### config.mk
export PLATFORM = sky130hd
export DESIGN_NAME = spi_mem_arbiter_flat
export DESIGN_NICKNAME = d
export VERILOG_FILES = /design/src/rtl/spi_mem_arbiter_pkg.sv /design/src/rtl/spi_mem_arbiter_if.sv /design/src/rtl/spi_mem_arbiter_starve_timer.sv /design/src/rtl/spi_mem_arbiter.sv /design/src/flat_wrapper.sv
export SDC_FILE = /design/constraint.sdc
export NUM_CORES = 1
export LEC_CHECK = 0
export ABC_CLOCK_PERIOD_IN_PS = 2950
export BUFFER_PORTS_ARGS = -buffer_cell sky130_fd_sc_hd__buf_2
export CAP_MARGIN = 20
export CORE_AREA = 3 3 68 70
export CTS_BUF_LIST = sky130_fd_sc_hd__clkbuf_8
export CTS_CLUSTER_DIAMETER = 50
export DETAILED_ROUTE_END_ITERATION = 10
export DIE_AREA = 0 0 71 73
export PLACE_DENSITY = 0.9
export SETUP_SLACK_MARGIN = 0.05
export SYNTH_ARGS = -nofsm -noshare
export SYNTH_HDL_FRONTEND = slang
export SYNTH_HIERARCHICAL = 1
export SYNTH_SLANG_ARGS = --single-unit
### constraint.sdc
create_clock -name clk -period 2.95 [get_ports clk]
set_clock_uncertainty 0.05 [all_clocks]
set_input_delay 0.4425 -clock clk [delete_from_list [all_inputs] [get_ports clk]]
set_output_delay 0.4425 -clock clk [all_outputs]
set_load 0.005 [all_outputs]
### src/rtl/spi_mem_arbiter_pkg.sv
`default_nettype none
// ============================================================================
// Module  : spi_mem_arbiter_pkg
// Brief   : Shared defaults and types for the SPI sample-memory arbiter.
//           Default AW/DW match spi_mem_controller and the capture engine.
// Revision: 1.0 - initial release
// ============================================================================
package spi_mem_arbiter_pkg;

  localparam int c_DEF_AW       = 12;
  localparam int c_DEF_DW       = 16;
  localparam int c_DEF_MAX_WAIT = 8;

  // Which requester owns the memory port this cycle
  typedef enum logic [1:0] {
    ACC_NONE = 2'd0,
    ACC_WR   = 2'd1,
    ACC_RD   = 2'd2
  } acc_e;

endpackage
`default_nettype wire

### src/rtl/spi_mem_arbiter_if.sv
`default_nettype none
// ============================================================================
// Module  : spi_mem_arbiter_if
// Brief   : Bundle of capture, SPI-read, RAM and status signals around the
//           arbiter. slave = arbiter side, master = surrounding system.
// Revision: 1.0 - initial release
// ============================================================================
interface spi_mem_arbiter_if #(
  parameter int AW = 12,
  parameter int DW = 16
);
  logic          cap_req;
  logic [AW-1:0] cap_addr;
  logic [DW-1:0] cap_wdata;
  logic          cap_gnt;
  logic          rd_req;
  logic [AW-1:0] rd_addr;
  logic          rd_gnt;
  logic [DW-1:0] rd_data;
  logic          rd_valid;
  logic [AW-1:0] mem_addr;
  logic [DW-1:0] mem_wdata;
  logic          mem_we;
  logic [DW-1:0] mem_rdata;
  logic          clr_stat;
  logic          cap_stall;

  modport slave (
    input  cap_req, cap_addr, cap_wdata, rd_req, rd_addr, mem_rdata, clr_stat,
    output cap_gnt, rd_gnt, rd_data, rd_valid, mem_addr, mem_wdata, mem_we,
           cap_stall
  );

  modport master (
    output cap_req, cap_addr, cap_wdata, rd_req, rd_addr, mem_rdata, clr_stat,
    input  cap_gnt, rd_gnt, rd_data, rd_valid, mem_addr, mem_wdata, mem_we,
           cap_stall
  );
endinterface
`default_nettype wire

### src/rtl/spi_mem_arbiter_starve_timer.sv
`default_nettype none
// ============================================================================
// Module  : spi_mem_arbiter_starve_timer
// Brief   : Saturating count of cycles a pending SPI read has been denied;
//           raises force_rd once the count reaches MAX_WAIT.
// Revision: 1.0 - initial release
// ============================================================================
module spi_mem_arbiter_starve_timer #(
  parameter int MAX_WAIT = 8
) (
  input  logic clk,
  input  logic nrst,
  input  logic rd_req,
  input  logic rd_gnt,
  output logic force_rd
);

  localparam int                c_CW  = $clog2(MAX_WAIT + 1);
  localparam logic [c_CW-1:0]   c_MAX = c_CW'(MAX_WAIT);

  logic [c_CW-1:0] r_wait_cnt;

  // Count denied cycles; any grant or a dropped request restarts the wait
  always_ff @(posedge clk) begin
    if (!nrst) begin
      r_wait_cnt <= '0;
    end else if (!rd_req || rd_gnt) begin
      r_wait_cnt <= '0;
    end else if (r_wait_cnt != c_MAX) begin
      r_wait_cnt <= r_wait_cnt + 1'b1;
    end
  end

  assign force_rd = (r_wait_cnt == c_MAX);

endmodule
`default_nettype wire

### src/rtl/spi_mem_arbiter.sv
`default_nettype none
// ============================================================================
// Module  : spi_mem_arbiter
// Brief   : Single-port sample RAM arbiter. Capture writes have priority over
//           SPI reads; reads return through a fixed 2-cycle pipeline.
//           Optional starvation guard + sticky stall flag enabled by
//           defining SPI_MEM_ARB_STARVE_EN.
// Revision: 1.0 - initial release
// ============================================================================
module spi_mem_arbiter
  import spi_mem_arbiter_pkg::*;
#(
  parameter int AW       = c_DEF_AW,
  parameter int DW       = c_DEF_DW,
  parameter int MAX_WAIT = c_DEF_MAX_WAIT
) (
  input  logic               clk,
  input  logic               nrst,
  spi_mem_arbiter_if.slave   bus
);

  acc_e          w_acc;
  logic          w_force;
  logic          w_cap_gnt;
  logic          w_rd_gnt;
  logic [AW-1:0] r_mem_addr;
  logic [DW-1:0] r_mem_wdata;
  logic          r_mem_we;
  logic [1:0]    r_rd_tag;
  logic [DW-1:0] r_rd_data;
  logic          r_rd_valid;

`ifdef SPI_MEM_ARB_STARVE_EN
  logic r_cap_stall;

  spi_mem_arbiter_starve_timer #(
    .MAX_WAIT (MAX_WAIT)
  ) u_starve_timer (
    .clk      (clk),
    .nrst     (nrst),
    .rd_req   (bus.rd_req),
    .rd_gnt   (w_rd_gnt),
    .force_rd (w_force)
  );

  // Sticky record of any denied capture write; a new denial beats a clear
  always_ff @(posedge clk) begin
    if (!nrst) begin
      r_cap_stall <= 1'b0;
    end else if (bus.cap_req && !w_cap_gnt) begin
      r_cap_stall <= 1'b1;
    end else if (bus.clr_stat) begin
      r_cap_stall <= 1'b0;
    end
  end

  assign bus.cap_stall = r_cap_stall;
`else
  logic w_unused_cfg;

  assign w_force       = 1'b0;
  assign bus.cap_stall = 1'b0;
  assign w_unused_cfg  = ^{bus.clr_stat, 8'(MAX_WAIT)};
`endif

  // Pick this cycle's owner: capture first unless a starved read is forced
  always_comb begin
    w_acc = ACC_NONE;
    if (nrst) begin
      if (bus.cap_req && !(bus.rd_req && w_force)) begin
        w_acc = ACC_WR;
      end else if (bus.rd_req) begin
        w_acc = ACC_RD;
      end
    end
  end

  assign w_cap_gnt   = (w_acc == ACC_WR);
  assign w_rd_gnt    = (w_acc == ACC_RD);
  assign bus.cap_gnt = w_cap_gnt;
  assign bus.rd_gnt  = w_rd_gnt;

  // Register the RAM command; address/data hold when not refreshed
  always_ff @(posedge clk) begin
    if (!nrst) begin
      r_mem_addr  <= '0;
      r_mem_wdata <= '0;
      r_mem_we    <= 1'b0;
    end else begin
      r_mem_we <= w_cap_gnt;
      if (w_cap_gnt) begin
        r_mem_addr  <= bus.cap_addr;
        r_mem_wdata <= bus.cap_wdata;
      end else if (w_rd_gnt) begin
        r_mem_addr  <= bus.rd_addr;
      end
    end
  end

  // Read tag tracks the access alongside the RAM latency, then captures data
  always_ff @(posedge clk) begin
    if (!nrst) begin
      r_rd_tag   <= 2'b00;
      r_rd_data  <= '0;
      r_rd_valid <= 1'b0;
    end else begin
      r_rd_tag   <= {r_rd_tag[0], w_rd_gnt};
      r_rd_valid <= r_rd_tag[1];
      if (r_rd_tag[1]) begin
        r_rd_data <= bus.mem_rdata;
      end
    end
  end

  assign bus.mem_addr  = r_mem_addr;
  assign bus.mem_wdata = r_mem_wdata;
  assign bus.mem_we    = r_mem_we;
  assign bus.rd_data   = r_rd_data;
  assign bus.rd_valid  = r_rd_valid;

endmodule
`default_nettype wire
### src/flat_wrapper.sv
// flat-port wrapper written by rule: the top's interface ports become plain ports
module spi_mem_arbiter_flat import spi_mem_arbiter_pkg::*;
#(
  parameter int AW       = c_DEF_AW,
  parameter int DW       = c_DEF_DW,
  parameter int MAX_WAIT = c_DEF_MAX_WAIT
)
  (clk, nrst, bus_cap_req, bus_cap_addr, bus_cap_wdata, bus_rd_req, bus_rd_addr, bus_mem_rdata, bus_clr_stat, bus_cap_gnt, bus_rd_gnt, bus_rd_data, bus_rd_valid, bus_mem_addr, bus_mem_wdata, bus_mem_we, bus_cap_stall);
  spi_mem_arbiter_if #(.AW(AW), .DW(DW)) bus_i ();
  input  logic clk;
  input  logic nrst;
  input wire logic [$bits(bus_i.cap_req)-1:0] bus_cap_req;
  input wire logic [$bits(bus_i.cap_addr)-1:0] bus_cap_addr;
  input wire logic [$bits(bus_i.cap_wdata)-1:0] bus_cap_wdata;
  input wire logic [$bits(bus_i.rd_req)-1:0] bus_rd_req;
  input wire logic [$bits(bus_i.rd_addr)-1:0] bus_rd_addr;
  input wire logic [$bits(bus_i.mem_rdata)-1:0] bus_mem_rdata;
  input wire logic [$bits(bus_i.clr_stat)-1:0] bus_clr_stat;
  output wire logic [$bits(bus_i.cap_gnt)-1:0] bus_cap_gnt;
  output wire logic [$bits(bus_i.rd_gnt)-1:0] bus_rd_gnt;
  output wire logic [$bits(bus_i.rd_data)-1:0] bus_rd_data;
  output wire logic [$bits(bus_i.rd_valid)-1:0] bus_rd_valid;
  output wire logic [$bits(bus_i.mem_addr)-1:0] bus_mem_addr;
  output wire logic [$bits(bus_i.mem_wdata)-1:0] bus_mem_wdata;
  output wire logic [$bits(bus_i.mem_we)-1:0] bus_mem_we;
  output wire logic [$bits(bus_i.cap_stall)-1:0] bus_cap_stall;
  assign bus_i.cap_req = bus_cap_req;
  assign bus_i.cap_addr = bus_cap_addr;
  assign bus_i.cap_wdata = bus_cap_wdata;
  assign bus_i.rd_req = bus_rd_req;
  assign bus_i.rd_addr = bus_rd_addr;
  assign bus_i.mem_rdata = bus_mem_rdata;
  assign bus_i.clr_stat = bus_clr_stat;
  assign bus_cap_gnt = bus_i.cap_gnt;
  assign bus_rd_gnt = bus_i.rd_gnt;
  assign bus_rd_data = bus_i.rd_data;
  assign bus_rd_valid = bus_i.rd_valid;
  assign bus_mem_addr = bus_i.mem_addr;
  assign bus_mem_wdata = bus_i.mem_wdata;
  assign bus_mem_we = bus_i.mem_we;
  assign bus_cap_stall = bus_i.cap_stall;
  spi_mem_arbiter #(.AW(AW), .DW(DW), .MAX_WAIT(MAX_WAIT)) u_core (.clk(clk), .nrst(nrst), .bus(bus_i));
endmodule
==> impl_metrics.csv <==
group,metric,value,unit
critical_path,crit_fanout,24,
sta,tightest_slew,0.918,ns
final_layout,fin_area,0.00262,sq mm
global_route,antenna_found_initial,0,
global_route,grt-ovfl-total,0,
final_layout,synthToLayoutAreaGrowth,31.1,%
synth,yosysMostFrequentCell,"dfxtp_1",
critical_path,reg2reg_slack,1.51,ns
critical_path,worstPathRequired,3.08,ns
sta,finalSetupTns,0,ns
global_route,grt_pass1_wl,6900,um
critical_path,cp-start-kind,"primary input",
die,pin_count,110,
synth,synth_cells,170,
worst_hold_path,hold_end,"u_core/bus.mem_wdata[1]",
clock_network,cts_tree,"done",
critical_path,timing.critical_path.cells,"buf_2 > and3b_1 > ha_1 > nand2b_1 > o211a_1",
routing,first_pass_iters,4,
power_and_ir_drop,powerDensity,484,mW/mm^2
clock_network,cts_hold_buffers,0,
sta,min_period_over_period,0.580,
die,die_w,71,um
critical_path,cp_slowest_cell,"ha_1",
routing,wirelength,4400,um
final_layout,utilization,0.649,
final_layout,num_antenna_cells,0,
clock_network,insertion_delay,0.28,ns
synth,synth-edff-count,0,
sta,setup_viol,0,
sta,final-hold-violation-count,0,
routing,wl_per_cell,13.6,um
critical_path,critical_path_class,"in2reg",
final_layout,drive_gt1_frac,0.464,
clock_network,ctsResizeCount,0,
synth,synthArstFlopShare,0,
critical_path,crit_path_max_incr_delay,0.72,ns
global_route,grt_util_all_layers,0.170,
routing,drc,0,
sta,maxSlewViolCount,0,
global_route,grt_pass1_vias,1528,
critical_path,endpoint_kind,"register",
synth,synth_common_cells,"dfxtp_1 (48), mux2i_1 (32), nor2b_1 (32)",
clock_network,htreeDepth,2,
critical_path,reg2reg_from,"u_core/r_rd_tag[1]",
flow_run,drv_cap,0,
sta,slew-limit-headroom,0.387,
critical_path,rr_worst_depth,2,
final_layout,n_fill_cell,341,
routing,drtAntennaViolNets,0,
global_route,grt_max_degree,47,
die,die_area,0.00518,sq mm
clock_network,cts_root_buffer,"clkbuf_8",
die,fp.dieH,73,um
worst_hold_path,hold_path.class,"in2reg",
worst_hold_path,min_path_cells,3,
power_and_ir_drop,p_leak,1.41,nW
placed_design,dpl_cell_area,0.00252,sq mm
clock_network,post-cts-setup-buffers,0,
die,coreArea,0.00403,sq mm
synth,synth_area,0.00199,sq mm
routing,drtIter0Drc,29,
power_and_ir_drop,ir_worst_vdd,0.299,mV
synth,synthTopCellsByArea,"dfxtp_1 (48%), mux2i_1 (16%), nor2b_1 (10%), mux2_4 (9.0%), o211a_1 (6.0%)",
synth,yosys.area.top_type,"dfxtp_1",
placed_design,io_buffers,107,
synth,syn_avg_cell_area,11.7,sq um
clock_network,numCtsBuffers,5,
clock_network,cts_max_path_buffers,2,
synth,syn-num-nets,232,
routing,viasPerCell,4.67,
synth,yosysSeqAreaShare,0.482,
sta,rsz0062_at_grt,"no",
final_layout,nNetsFinal,335,
die,initial_utilization,0.495,
final_layout,seqCellArea,961,sq um
final_layout,multiInputGateArea,943,sq um
placed_design,dp_hpwl,3270,um
synth,synth.top_cell.area_share,0.482,
sta,clock.fmax,584,MHz
clock_network,cts.sink_count,48,
critical_path,r2r-end,"u_core/bus.rd_data[8]",
sta,fin_crit,1.71,ns
synth,ys_types,16,
clock_network,path_clk_slew,0.08,ns
routing,vias,1514,
die,rows,23,
worst_hold_path,hp-start,"bus_cap_wdata[1]",
synth,synth-seq-cells,48,
placed_design,globalplace.congestion,0.670,
synth,synth_ff_type,"dfxtp_1",
critical_path,arrival,1.84,ns
outcome,status,"complete, no violations",
synth,yosys_warnings,6,
[worst max-delay path by stage]
stage	from	end	slack (ns)	cells past startpoint
floorplan	bus_cap_req	u_core/bus.mem_addr[0]	1.11	6
global placement	bus_cap_req	u_core/bus.mem_addr[10]	1.01	5
detailed placement	bus_cap_req	u_core/bus.mem_addr[7]	0.96	5
CTS	bus_cap_req	u_core/bus.mem_addr[7]	1.27	5
global route	bus_cap_req	u_core/bus.mem_addr[10]	1.15	5
finish	bus_cap_req	u_core/bus.mem_addr[7]	1.24	5
[metrics by stage]
step | setup WS (ns) | instances | power (mW) | hold slack (ns)
final | 1.24 | 324 | 1.27 | 0.360
after detailed placement | 0.959 | 316 | 0.901 | 0.377
after global placement | 1.01 | 316 | 0.892 | 0.369
after CTS | 1.27 | 324 | 1.28 | 0.354
after floorplan | 1.11 | 170 | 0.818 | 0.362
after global routing | 1.15 | 324 | 1.33 | 0.366
[power breakdown]
part	total, mW	leakage, nW	switching (mW)	internal, mW
Clock	0.382	0.0538	0.197	0.184
Sequential	0.694	0.393	0.0149	0.680
Combinational	0.190	0.966	0.0778	0.112
Total	1.27	1.41	0.290	0.976
[cells in the final DEF (no fill, tap or decap), drive strengths merged, types with 3 or more instances in the layout]
cell    count
clkbuf      6
mux2       12
mux2i      32
nand2b     12
dfxtp      48
and2        3
o211a      12
nor2b      32
inv         4
buf       109
[metal layers]
metal	vias to the layer above	wire (um)	global-route usage	share of wire
li1	776	-	-	-
met1	680	1790	0.184	0.41
met2	56	2310	0.319	0.52
met3	2	277	0.0537	0.063
met4	0	31	0.0438	0.0070
met5	-	0	0	0
[logic make-up (layout without fill, tap and decap cells)]
| logic type | after synthesis | count (layout) | synth area share |
|---|---|---|---|
| simple gates | 49 | 49 | 0.154 |
| flops | 48 | 48 | 0.482 |
| mux | 44 | 44 | 0.251 |
| buf+inv | 15 | 119 | 0.0452 |
| compound gates | 12 | 12 | 0.0602 |
| fa+ha+maj | 1 | 1 | 0.00627 |
| other cells | 1 | 1 | 0.00188 |
[sequential cells by signal, indices dropped and copies added (netlist names)]
name and flops:
u_core/bus.rd_data 16, u_core/r_rd_tag 2, u_core/bus.mem_we 1, u_core/bus.rd_valid 1
u_core/bus.mem_addr 12, u_core/bus.mem_wdata 16
[layout make-up]
class	instances	area share
sequential	48	0.367
multi-input combinational	107	0.361
timing repair buffer	109	0.211
clock buffer	6	0.0316
tap	50	0.0239
clock inverter	2	0.00287
inverter	2	0.00287
[worst max-delay path: cells and delay by family]
kind,cells,cell delay (ns)
buffers and inverters,1,0.17
adders and majority gates,1,0.72
AOI/OAI and AO/OA,1,0.15
and+or+nand+nor,2,0.35
No activity file was read; power rests on OpenSTA's default activity.
